`src/rtl/sync_fifo_flags.sv`:
```
`default_nettype none
// ============================================================================
// sync_fifo_flags : single-clock FIFO of any depth with count, threshold and
// sticky error flags; optional first-word-fall-through via SYNC_FIFO_FWFT_EN.
// Revision 1.0
// ============================================================================
module sync_fifo_flags #(
   parameter int DATA_WIDTH = 16,
   parameter int DEPTH      = 16,
   parameter int AF_LEVEL   = DEPTH - 2,
   parameter int AE_LEVEL   = 2,
   localparam int CW        = $clog2(DEPTH + 1),
   localparam int PW        = $clog2(DEPTH)
) (
   input  logic                  clk,
   input  logic                  resetn,
   input  logic                  w_en,
   input  logic [DATA_WIDTH-1:0] d_in,
   input  logic                  r_en,
   input  logic                  clr_err,
   output logic [DATA_WIDTH-1:0] d_out,
   output logic                  d_valid,
   output logic                  full,
   output logic                  empty,
   output logic                  almost_full,
   output logic                  almost_empty,
   output logic [CW-1:0]         count,
   output logic                  overflow,
   output logic                  underflow
);

   localparam logic [CW-1:0] DEPTH_C = CW'(DEPTH);
   localparam logic [CW-1:0] AF_C    = CW'(AF_LEVEL);
   localparam logic [CW-1:0] AE_C    = CW'(AE_LEVEL);
   localparam logic [PW-1:0] LAST_C  = PW'(DEPTH - 1);

   logic [DATA_WIDTH-1:0] mem [DEPTH];
   logic [PW-1:0]         wr_ptr;
   logic [PW-1:0]         rd_ptr;
   logic [CW-1:0]         count_q;
   logic                  wr_ok;
   logic                  rd_ok;

   // Explicit wrap keeps non-power-of-two depths correct.
   function automatic logic [PW-1:0] ptr_inc(input logic [PW-1:0] p);
      return (p == LAST_C) ? '0 : p + 1'b1;
   endfunction

   assign full         = (count_q == DEPTH_C);
   assign empty        = (count_q == '0);
   assign almost_full  = (count_q >= AF_C);
   assign almost_empty = (count_q <= AE_C);
   assign count        = count_q;

   assign wr_ok = w_en & ~full;
   assign rd_ok = r_en & ~empty;

   always_ff @(posedge clk) begin
      if (wr_ok) begin
         mem[wr_ptr] <= d_in;
      end
   end

   always_ff @(posedge clk or negedge resetn) begin
      if (!resetn) begin
         wr_ptr    <= '0;
         rd_ptr    <= '0;
         count_q   <= '0;
         overflow  <= 1'b0;
         underflow <= 1'b0;
      end else begin
         if (wr_ok) begin
            wr_ptr <= ptr_inc(wr_ptr);
         end
         if (rd_ok) begin
            rd_ptr <= ptr_inc(rd_ptr);
         end
         case ({wr_ok, rd_ok})
            2'b10:   count_q <= count_q + 1'b1;
            2'b01:   count_q <= count_q - 1'b1;
            default: count_q <= count_q;
         endcase
         // A new error wins over a coincident clear.
         if (w_en && full) begin
            overflow <= 1'b1;
         end else if (clr_err) begin
            overflow <= 1'b0;
         end
         if (r_en && empty) begin
            underflow <= 1'b1;
         end else if (clr_err) begin
            underflow <= 1'b0;
         end
      end
   end

`ifdef SYNC_FIFO_FWFT_EN
   assign d_out   = mem[rd_ptr];
   assign d_valid = ~empty;
`else
   logic [DATA_WIDTH-1:0] d_out_q;
   logic                  d_valid_q;

   always_ff @(posedge clk or negedge resetn) begin
      if (!resetn) begin
         d_out_q   <= '0;
         d_valid_q <= 1'b0;
      end else begin
         d_valid_q <= rd_ok;
         if (rd_ok) begin
            d_out_q <= mem[rd_ptr];
         end
      end
   end

   assign d_out   = d_out_q;
   assign d_valid = d_valid_q;
`endif

endmodule
`default_nettype wire

```
`config.mk`:
```
export PLATFORM = sky130hd
export DESIGN_NAME = sync_fifo_flags
export DESIGN_NICKNAME = d
export VERILOG_FILES = /design/src/rtl/sync_fifo_flags.sv
export SDC_FILE = /design/constraint.sdc
export NUM_CORES = 1
export LEC_CHECK = 0
export CORE_MARGIN = 4
export CORE_UTILIZATION = 54
export DETAILED_ROUTE_END_ITERATION = 16
export PLACE_DENSITY_LB_ADDON = 0.12
export SLEW_MARGIN = 40
export SYNTH_ARGS = -nofsm -noshare
export SYNTH_HDL_FRONTEND = slang
export SYNTH_SLANG_ARGS = --single-unit
```
`constraint.sdc`:
```
create_clock -name clk -period 2.75 [get_ports clk]
set_input_delay 0.4125 -clock clk [delete_from_list [all_inputs] [get_ports clk]]
set_output_delay 0.4125 -clock clk [all_outputs]
set_load 0.01 [all_outputs]
```
==> summary.txt <==
Timing
  – Max_slew headroom: 50.8%
  – Worst slew pin tran: 736 ps
  – Hold WS: 359 ps
  – RSZ-0062 raised after global routing: false
  – Final setup viols: 0
  – Fmax: 0.381 GHz
  – Final worst path period share: 95.3%
  – Worst Skew: 15.3 ps
  – Max-slew violation count: 0
  – Final count of hold timing violations: 0
  – Fin crit period: 2620 ps

Clock network
  – TritonCTS Buffers: 29
  – # clock sinks: 288
  – Root Buffer Master: clkbuf_16
  – CTS H-tree lvls: 1
  – Insertion delay to the later sink of the worst-skew pair: 540 ps
  – Post-CTS Setup Inserts: 0
  – CTS tree: built
  – Maximum buffer depth of the clock tree: 3
  – CTS clk-pin slew, worst paths: 60 ps

Place
  – GPL Wtd Cong: 0.885
  – Post-DP HPWL: 15900 µm
  – Area after DPL: 12500 µm²
  – PortBufs: 48

Detailed routing
  – Final ANT Viol Nets: 0
  – DR vias: 6179
  – Drt first-iter violations: 502
  – Vias per cell: 5.92
  – Post-route DRC: 0
  – Routed wire length: 24000 µm
  – DR pass1 iterations: 9
  – Wirelength per Cell: 23.0 µm

Logic synthesis
  – Async SR Flop Fraction: 11.1%
  – Syn Nets: 684
  – Ys Warns: 0
  – Cell count after synthesis: 654
  – Mean post-synth cell area: 17.3 µm²
  – FF+latch count, synth: 288
  – Post-Syn Area: 11300 µm²
  – Post-synth top flop: edfxtp_1
  – Unique cell type count in the Yosys netlist: 44
  – Post-synth EDFFs: 256
  – Post-synthesis sequential area ratio: 74.9%

Status
  – Outcome: finished, final reports clean

Global route
  – Global-route wire length before repair: 37100 µm
  – Antenna violations before repair: 0
  – Vias in the first global route: 6315
  – Gr usage total: 20.7%
  – Total grt overflow: 0
  – Largest net degree at the start of global routing: 39

Critical path
  – Critical-path cell list: or4_4 > o21ai_4 > inv_2 > ha_4 > xor2_1 > ha_2 > o211a_1 > or4_1 > nand3_1 > nor3b_1
  – Buffer and inverter count on the worst path: 1
  – Setup CP Type: reg2reg
  – Crit path arrival time: 3040 ps
  – Top Family by Delay on Critical Path: simple AND/OR/NAND/NOR gates
  – Data required, critical path: 3160 ps
  – CP Max Fanout: 10
  – Critical Path End Type: register
  – CP startpoint kind: register
  – CP max stage cell: or4_4
  – CP max stage delay: 570 ps

Die
  – Std-Cell Rows: 52
  – Die Ht: 153 µm
  – Starting Density: 55.5%
  – Std-Cell Core Area: 20400 µm²
  – DIE AREA: 23400 µm²
  – Die X: 153 µm
  – Io pins: 49

Finish
  – Final instance area: 13500 µm²
  – Commonest non-fill, non-tap cell in the layout: edfxtp_1
  – Share of layout cells above drive strength 1: 18.3%
  – Commonest cells after routing, fill and taps aside: edfxtp_1, mux2i_1, o22ai_1, buf_4, clkdlybuf4s50_1
  – Area growth syn-to-layout: 19.2%
  – Layout net count: 782
  – ANT cells: 0

Flow run
  – Max Cap Viol: 0

Min path
  – Worst min path class: in2async

Power and ir drop
  – PwrDens: 1020 nW/µm²
  – Leakage: 4.79 nW
  – Worst vdd ir: 0.545 mV
  – Power Total: 0.0137 W
==> kinds of logic after synthesis <==
| group | count (synthesis) | synth area share [%] |
|---|---|---|
| flip-flops | 288 | 74.9 |
| multiplexers | 123 | 12.2 |
| AO/OA/AOI/OAI | 97 | 5.45 |
| AND/OR/NAND/NOR | 87 | 4.00 |
| buffers and inverters | 44 | 1.93 |
| adder cells (fa/ha/maj) | 9 | 0.994 |
| XOR/XNOR | 6 | 0.464 |
==> worst reg2reg max path, stage by stage (launching register included) <==
cell and delay (ps):
dfrtp_1 380, or4_4 570, o21ai_4 190, inv_2 70, ha_4 190, xor2_1 160
ha_2 200, o211a_1 210, or4_1 400, nand3_1 90, nor3b_1 50
==> Yosys cell counts, types with 2 or more instances <==
cell,n,share of area [%]
or3b_1,3,0.23
nor4_1,15,0.83
nand3b_1,3,0.20
a21o_1,3,0.20
mux4_2,12,2.4
a22o_1,3,0.23
mux2_2,4,0.40
edfxtp_1,256,68
a21boi_0,2,0.13
inv_1,5,0.17
nor3_1,5,0.22
ha_1,9,0.99
nor2_1,16,0.53
xnor2_1,3,0.23
buf_1,4,0.13
dfrtp_1,32,7.1
xor2_1,3,0.23
buf_2,19,0.84
o21ai_0,7,0.31
nor2b_1,2,0.11
a311oi_1,2,0.15
o21ai_1,12,0.53
buf_4,6,0.40
clkbuf_1,8,0.27
nor3b_1,3,0.20
nand3_1,5,0.22
nand2b_1,5,0.28
o22ai_1,55,3.0
a21oi_1,6,0.27
o31ai_1,2,0.13
mux2i_1,107,9.5
nand2_1,25,0.83
==> metrics by stage <==
step	util [%]	setup TNS (ps)	std cells	worst slack (ps)
global placement	61.0	0	990	84.7
finish	66.1	0	1044	128
floorplan	-	0	654	11.0
global route	66.1	0	1044	58.5
detailed placement	61.0	-0.713	990	-0.713
CTS	66.1	0	1044	121
==> power breakdown <==
group	internal, W	total (W)	switching (W)	leakage (nW)
clock network	0.00257	0.00412	0.00155	0.506
registers	0.00532	0.00564	0.000316	2.70
logic	0.00179	0.00396	0.00217	1.59
==> metal layers <==
metal | wire length [µm] | vias up | track usage [%] | share of wire [%]
met4 | 597 | 0 | 5.47 | 2.5
met3 | 1670 | 48 | 4.27 | 7.0
met2 | 11600 | 216 | 34.2 | 48
li1 | - | 2785 | - | -
met1 | 10100 | 3130 | 28.5 | 42
met5 | 0 | - | 0 | 0
==> what timing repair did <==
| item | 4_1_cts | 5_1_grt |
|---|---|---|
| setup endpoints to repair | 0 | 1 |
| hold buffers | 1 | 0 |
| endpoints found under the hold margin | 32 | 0 |
| gates resized for setup | 0 | 1 |
==> flip-flops by register name, indices dropped and copies added (netlist names) <==
| register | count |
|---|---|
| count | 5 |
| mem | 256 |
| overflow | 1 |
| underflow | 1 |
| wr_ptr | 4 |
| d_out | 16 |
| d_valid | 1 |
| rd_ptr | 4 |
==> cell type report <==
type / instances / area (µm²)
multi-input cells: 322 / 2680
repair buffers: 105 / 946
flip-flops and latches: 288 / 8500
fillers: 1427 / 6920
inverters: 6 / 22.5
clock buffers: 36 / 782
well taps: 270 / 338
clock inverters: 17 / 239
==> worst paths after layout <==
kind	cells past startpoint	to	slack [ps]	start
setup / recovery	10	count[4]	130	count[2]
hold / removal	2	count[4]	360	resetn
setup reg to reg	10	count[4]	130	count[2]
hold reg to reg	2	d_out[9]	490	d_out[9]
max in group asynchronous	2	rd_ptr[2]	2040	resetn
min in group clk	2	d_out[9]	490	d_out[9]
Power figures use the tool's default switching activity.
